[config.mk]
export PLATFORM = sky130hd
export DESIGN_NAME = fetch_unit
export DESIGN_NICKNAME = d
export VERILOG_FILES = /design/src/rtl/fetch_unit.sv
export SDC_FILE = /design/constraint.sdc
export NUM_CORES = 1
export LEC_CHECK = 0
export BUFFER_PORTS_ARGS = -buffer_cell sky130_fd_sc_hd__buf_4
export CAP_MARGIN = 10
export CORE_MARGIN = 4
export CORE_UTILIZATION = 52
export CTS_BUF_LIST = sky130_fd_sc_hd__clkbuf_4
export CTS_CLUSTER_SIZE = 12
export DETAILED_ROUTE_END_ITERATION = 16
export PLACE_DENSITY = 0.78
export SYNTH_ARGS = -nofsm -noshare
export SYNTH_HDL_FRONTEND = slang
export SYNTH_SLANG_ARGS = --single-unit
[constraint.sdc]
create_clock -name clk -period 4.9 [get_ports clk]
set_input_delay 0.245 -clock clk [delete_from_list [all_inputs] [get_ports clk]]
set_output_delay 0.245 -clock clk [all_outputs]
set_load 0.02 [all_outputs]
[src/rtl/fetch_unit.sv]
// rtl/fetch_unit.sv - RV32I instruction fetch front end: in-order imem requests, response FIFO, IF/ID register
module fetch_unit #(
    parameter logic [31:0] RESET_PC = 32'h0000_0000,
    parameter int          DEPTH    = 2,
    parameter logic [31:0] NOP      = 32'h0000_0013
) (
    input  logic        clk,
    input  logic        reset,
    input  logic        stallF,
    input  logic        stallD,
    input  logic        flushD,
    input  logic        pcsrcE,
    input  logic [31:0] pctargetE,
    output logic        imem_req,
    output logic [31:0] imem_addr,
    input  logic        imem_gnt,
    input  logic        imem_rvalid,
    input  logic [31:0] imem_rdata,
    output logic [31:0] instrD,
    output logic [31:0] pcD,
    output logic [31:0] pcplus4D,
    output logic        validD
);
    localparam int AW = $clog2(DEPTH);
    localparam int CW = $clog2(DEPTH + 1);

    logic [31:0]   pc;
    logic [31:0]   slot_pc    [DEPTH];
    logic [31:0]   slot_instr [DEPTH];
    logic [AW-1:0] head;
    logic [CW-1:0] used;        // allocated slots
    logic [CW-1:0] filled_cnt;  // filled slots; fills are in order so they are contiguous from head
    logic [CW-1:0] drop_cnt;    // outstanding responses belonging to a squashed path

    logic [CW:0]   inflight;
    logic [CW-1:0] unfilled;
    logic [AW-1:0] tail;
    logic [AW-1:0] fill_idx;
    logic          grant;
    logic          accept;
    logic          drop;
    logic          head_ready;
    logic          pop;
    logic [31:0]   head_instr;

    assign inflight  = {1'b0, used} + {1'b0, drop_cnt};
    assign imem_req  = !reset && !stallF && !pcsrcE && (inflight < (CW+1)'(DEPTH));
    assign imem_addr = pc;

    assign unfilled  = used - filled_cnt;
    assign tail      = head + AW'(used);
    assign fill_idx  = head + AW'(filled_cnt);
    assign grant     = imem_req && imem_gnt;
    assign drop      = imem_rvalid && (drop_cnt != '0);
    assign accept    = imem_rvalid && (drop_cnt == '0) && (unfilled != '0);

    // A response landing in an empty-head FIFO bypasses straight into IF/ID.
    assign head_ready = (filled_cnt != '0) || accept;
    assign head_instr = (filled_cnt == '0) ? imem_rdata : slot_instr[head];
    assign pop        = !pcsrcE && !flushD && !stallD && head_ready;

    // PC, FIFO occupancy and squashed-response bookkeeping
    always_ff @(posedge clk) begin
        if (reset) begin
            pc         <= RESET_PC;
            head       <= '0;
            used       <= '0;
            filled_cnt <= '0;
            drop_cnt   <= '0;
        end else if (pcsrcE) begin
            // Every unfilled slot still has a response coming; the one arriving now is already accounted.
            pc         <= pctargetE;
            head       <= '0;
            used       <= '0;
            filled_cnt <= '0;
            drop_cnt   <= drop_cnt + unfilled - CW'(imem_rvalid);
        end else begin
            if (grant) begin
                pc <= pc + 32'd4;
            end
            if (pop) begin
                head <= head + AW'(1);
            end
            used       <= used + CW'(grant) - CW'(pop);
            filled_cnt <= filled_cnt + CW'(accept) - CW'(pop);
            drop_cnt   <= drop_cnt - CW'(drop);
        end
    end

    // Slot payload: request PC captured at grant, instruction captured at response
    always_ff @(posedge clk) begin
        if (!reset && !pcsrcE) begin
            if (grant) begin
                slot_pc[tail] <= pc;
            end
            if (accept) begin
                slot_instr[fill_idx] <= imem_rdata;
            end
        end
    end

    // IF/ID register: flush beats stall; otherwise load the head or insert a bubble
    always_ff @(posedge clk) begin
        if (reset || flushD) begin
            instrD   <= NOP;
            pcD      <= '0;
            pcplus4D <= '0;
            validD   <= 1'b0;
        end else if (stallD) begin
            instrD   <= instrD;
            pcD      <= pcD;
            pcplus4D <= pcplus4D;
            validD   <= validD;
        end else if (pop) begin
            instrD   <= head_instr;
            pcD      <= slot_pc[head];
            pcplus4D <= slot_pc[head] + 32'd4;
            validD   <= 1'b1;
        end else begin
            instrD   <= NOP;
            pcD      <= '0;
            pcplus4D <= '0;
            validD   <= 1'b0;
        end
    end
endmodule
-- After elaboration in Yosys (flattened, before gate mapping)
Memories as Yosys holds them, arrays and structs flattened. A register that Yosys moved wholly into a read port is not among the register bits.
Index checks and enable logic that the tools add are counted.
- flip-flop bits (word level): 136
- bits in writable memories: 128
- input port bits: 72
- output and inout port bits: 130
- logic and storage cells: 69
- memories: 2
- memories (memory ; depth ; bits a word ; rd ports ; clocked after Yosys merged registers in ; wr ports ; line ; text):
    slot_instr ; 2 ; 32 ; 1 ; 1 ; 1 ; 29 ; logic [31:0] slot_instr [DEPTH];
    slot_pc ; 2 ; 32 ; 1 ; 1 ; 1 ; 28 ; logic [31:0] slot_pc [DEPTH];
- add/subtract/negate cells: 14
- $lt $le $gt $ge: 1
- mux-type cells: 18
- reductions and logical operators: 25
- operator list (cell ; count):
    $mux 32 ; 6
    $add 32x3->32 const B ; 2
    $logic_and 1x1->1 ; 11
    $mux 1 ; 11
    $reduce_bool 2->1 ; 4
    $sub 2x1->2 ; 4
    $logic_not 1->1 ; 5
    $add 2x1->2 ; 2
    $logic_not 2->1 ; 2
    $add 2x2->3 ; 1
    $lt 3x2->1 const B ; 1
    $add 1x1->1 ; 2
    $add 2x2->2 ; 1
    $logic_or 1x1->1 ; 2
    $mux 2 ; 1
    $reduce_or 2->1 ; 1
    $sub 2x2->2 ; 1
    $add 1x1->1 const B ; 1

-- Logic depth before layout (Yosys ltp)
- depth after elaboration: 8
- depth in mapped cells: 15
- mapped depth without buffers: 13

-- Worst setup path before layout
OpenSTA, ideal clock, no wires.
- kind: register -> register
- start point: reg used[0]
- end point: mem slot_instr[1][0] (enable)
- setup time: 501 ps
- data arrival time: 4223 ps
- required time: 4399 ps
- slack: 176 ps
- stages on the path, launching flop included: 8
- path buffers: 0
- clock period less this slack: 4724 ps
- cells stage by stage: dfxtp_1 inv_1 ha_1 xnor2_1 xor2_1 nand2_1 nand3_1 nor4_1
- cells in the longest elaborated chain, start to end: 6
- RTL lines (item ; line ; text):
    start, declared ; 31 ; logic [CW-1:0] used;
    start signal, assigned ; 84 ; used <= used + CW'(grant) - CW'(pop);
    $sub 2x2->2 ; 50 ; assign unfilled = used - filled_cnt;
    $reduce_bool 2->1 ; 55 ; assign accept = imem_rvalid && (drop_cnt == '0) && (unfilled != '0);
    $logic_and 1x1->1 ; 55 ;
    $mux 1 ; 96 ; if (accept) begin
    $mux 1 ; 92 ; if (!reset && !pcsrcE) begin
    $mux 1 (not written as such) ; 97 ; slot_instr[fill_idx] <= imem_rdata;
    end, declared ; 29 ;
No other way between the ends.

-- Worst setup path after layout
- start point: reg used[0]
- end point: reg pc[6], in the netlist imem_addr[6]
- cells in the longest elaborated chain, start to end: 5
- RTL lines (item ; line ; text):
    $add 2x2->3 ; 46 ; assign inflight = {1'b0, used} + {1'b0, drop_cnt};
    $lt 3x2->1 ; 47 ; assign imem_req = !reset && !stallF && !pcsrcE && (inflight < (CW+1)'(DEPTH));
    $logic_and 1x1->1 ; 47 ;
    $logic_and 1x1->1 ; 53 ; assign grant = imem_req && imem_gnt;
    $reduce_bool 2->1 (no source line) ; -- ;
    end signal, assigned ; 72 ; pc <= pctargetE;
    end signal, assigned ; 79 ; pc <= pc + 32'd4;
    end, declared ; 27 ; logic [31:0] pc;
No other way between the ends.
A chain may end at the register's enable or synchronous reset.

==> results.json <==
{
  "power.combinational.fraction_pct": 6.3,
  "routabilityCongestion": 0.827,
  "fin_tns_setup_ns": 0,
  "max-cap-violations": 0,
  "drive_above_1_share_pct": 26.8,
  "pin_count": 202,
  "critPathCaptureType": "register",
  "via_count_of_the_first_global_routing_pass": 9031,
  "final.period_utilization_pct": 70.8,
  "antenna_found_initial": 1,
  "hold_violations": 0,
  "syn2layout_area_growth_pct": 28.6,
  "initial_utilization_pct": 53.1,
  "rows": 53,
  "power_switching_share_pct": 22.9,
  "tritoncts": "yes",
  "synth-main-ff-cell": "dfxtp_1",
  "detail_route.wirelength_um": 29300,
  "worst_slew_margin_rel_pct": 24.4,
  "top_signal_layer_used": "met4",
  "remaining_drc_errors": 0,
  "post-cts-setup-buffers": 0,
  "global_route_wire_length_before_repair_um": 46400,
  "layout_setup_ws_ns": 1.43,
  "kind_of_path_behind_the_tightest_hold_check": "input port to register",
  "post-place-cells": 1435,
  "p_leak_nw": 5.54,
  "drv_slew": 0,
  "cp_data_required_time_ns": 5.45,
  "core_mm2": 0.0212,
  "power.internal_mw": 3.58,
  "worst_ir_drop_vdd_mv": 0.170,
  "cts_root_buf": "clkbuf_4",
  "fillerInstances": 1544,
  "die_footprint_mm2": 0.0240,
  "rsz0062_at_grt": "no",
  "dr_wl_met2_um": 13600,
  "finish.cell_count_without_fillers": 1626,
  "actual_slew_at_the_worst_max_slew_pin_ns": 1.13,
  "cts_inserted_buffers": 69,
  "fin_nets": 1380,
  "max-clock-path-buffers": 3,
  "crit_fanout": 32,
  "power_per_standard_cell_area_mw_per_mm2": 321,
  "syn-mean-instance-area_um2": 11.1,
  "cts_hold_buf": 66,
  "clock-sinks": 263,
  "post_cts.resized_instances": 0,
  "asyncSetResetFlopFracSynth_pct": 0,
  "drt_pass1_iterations": 7,
  "insertion_delay_of_the_later_clocked_pin_in_the_worst_skew_pair_ns": 0.66,
  "wl_met1_um": 12500,
  "p_sw_mw": 1.06,
  "power.share.sequential_pct": 51.1,
  "via_per_inst": 5.60,
  "ys_seq_elements": 263,
  "hpwl_um": 19000,
  "pre_cts_ws_ns": 1.68,
  "worst_endpoint_data_arrival_time_ns": 4.01,
  "run_status": "finished, final reports clean",
  "htree_num_levels": 3,
  "grt_max_degree": 76,
  "synthesis.instances": 1016,
  "synth_enable_flop_cells": 128,
  "overall_power_after_layout_mw": 4.64,
  "globalRouteTotalUtil_pct": 23.8,
  "finalHoldWorstSlack_ns": 0.0515,
  "drt-wirelength-per-cell_um": 18.0,
  "setup_violations": 0,
  "min_period_ns": 3.47,
  "final_util_pct": 68.3,
  "clock-skew-final_ns": 0.0448,
  "clk_pin_slew_ns": 0.07,
  "first_iter_violations": 603,
  "floorplan.die.height_um": 155,
  "number_of_routed_nets_with_antenna_violations": 0,
  "dpl-instance-area_mm2": 0.0128,
  "clk_pwr_share_pct": 42.6,
  "fmax_ghz": 0.288,
  "synth.net_count": 1099,
  "grt_remaining_overflow": 0,
  "synth_seq_area_share_pct": 58.3,
  "crit_path_class": "register to register",
  "mappedNetlistArea_mm2": 0.0112,
  "critical_path.startpoint_type": "register",
  "final_design_area_no_fill_mm2": 0.0144,
  "met3WireLength_um": 2260,
  "synth-warning-count": 0,
  "route.vias.total": 9100,
  "placement.io_buffers": 201,
  "post_synth_num_cell_types": 67,
  "die_x_um": 155
}
## per-layer routing
| metal | GRT usage, % | vias to the layer above |
|---|---|---|
| li1 | - | 4351 |
| met5 | 0 | - |
| met1 | 31.9 | 4273 |
| met2 | 37.8 | 416 |
| met4 | 9.80 | 0 |
| met3 | 5.09 | 60 |
## state kept, by name, indices dropped and copies added, names as in the netlist, 2 cells and up, named ones only
signal      count
filled_cnt      2
slot_instr     64
instrD         32
used            2
pcplus4D       30
drop_cnt        2
pcD            32
slot_pc        64
imem_addr      32
## layout make-up
type                            instances  area, um2  area share, %
Sequential cell                       263       6550           45.3
Multi-Input combinational cell        670       4320           29.9
Timing Repair Buffer                  275       2230           15.4
Clock buffer                          101        758           5.25
Tap cell                              275        344           2.38
Clock inverter                         22        170           1.18
Inverter                               18       70.1          0.485
Antenna cell                            2       5.00         0.0346
## critical path, stage by stage, from the launching register on
cell and delay (ns):
dfxtp_1 0.37, inv_1 0.08, nor2_1 0.12, fa_1 0.43, nor3_1 0.20, and3_1 0.62, inv_4 0.28, nand2b_1 0.26
o21ai_0 0.12, a221oi_1 0.25, nor2_1 0.06, dlygate4sd3_1 0.57
## synthesized netlist by cell type, drive strengths merged (7+ instances only)
master	count	area share, %
nand2	94	3.1
a22oi	62	4.3
xor2	16	1.2
dfxtp	135	24
buf	31	1.7
clkbuf	34	1.1
mux2	21	2.1
nor2	110	3.7
a21oi	38	1.7
nor4	11	0.91
and2	10	0.56
edfxtp	128	34
nand3b	11	0.73
ha	10	1.1
o21ai	58	2.6
nand4	20	1.3
mux2i	47	4.2
nand3	25	1.1
inv	18	0.62
nor2b	7	0.39
nor3	18	1.0
a31oi	12	0.67
a2bb2oi	10	0.78
xnor2	21	1.6
## worst paths after layout
kind,startpoint,end,slack [ns],depth (start not counted)
worst max-delay path,used[0],imem_addr[6],1.43,11
worst min-delay path,reset,imem_addr[4],0.05,2
worst max register to register,used[0],imem_addr[6],1.43,11
worst min register to register,pcplus4D[15],pcplus4D[15],0.45,2
## cell usage in the layout, fill, tap and decap left out, types with 17 or more instances in the layout
| cell type | count |
|---|---|
| a21oi_1 | 38 |
| buf_4 | 209 |
| nand4_1 | 17 |
| nand2_1 | 94 |
| nand3_1 | 25 |
| dfxtp_1 | 134 |
| nor2_1 | 107 |
| o21ai_0 | 48 |
| mux2_2 | 21 |
| clkbuf_4 | 101 |
| xnor2_1 | 21 |
| a22oi_1 | 61 |
| dlygate4sd3_1 | 66 |
| edfxtp_1 | 128 |
| mux2i_1 | 47 |
## power by group through the flow
stage                     registers (mW)  clock network, mW  logic (mW)
final                               2.37               1.98       0.291
after global routing                2.38               2.15       0.316
after CTS                           2.37               2.03       0.287
after detailed placement            2.42                  0       0.243
after global placement              2.42                  0       0.238
after floorplan                     2.42                  0       0.121
## cells by family (layout without fill, tap and decap cells)
family                   after synthesis  in the layout  share of synthesized area [%]
AND/OR/NAND/NOR                      328            328                           14.3
flip-flops                           263            263                           58.3
AO/OA/AOI/OAI                        226            226                           13.5
buffers and inverters                 83            416                           3.52
multiplexers                          68             68                           6.29
XOR/XNOR                              37             37                           2.88
adder cells (fa/ha/maj)               11             11                           1.29
other                                  0              2                              0
(Power assumes the default switching activity.)
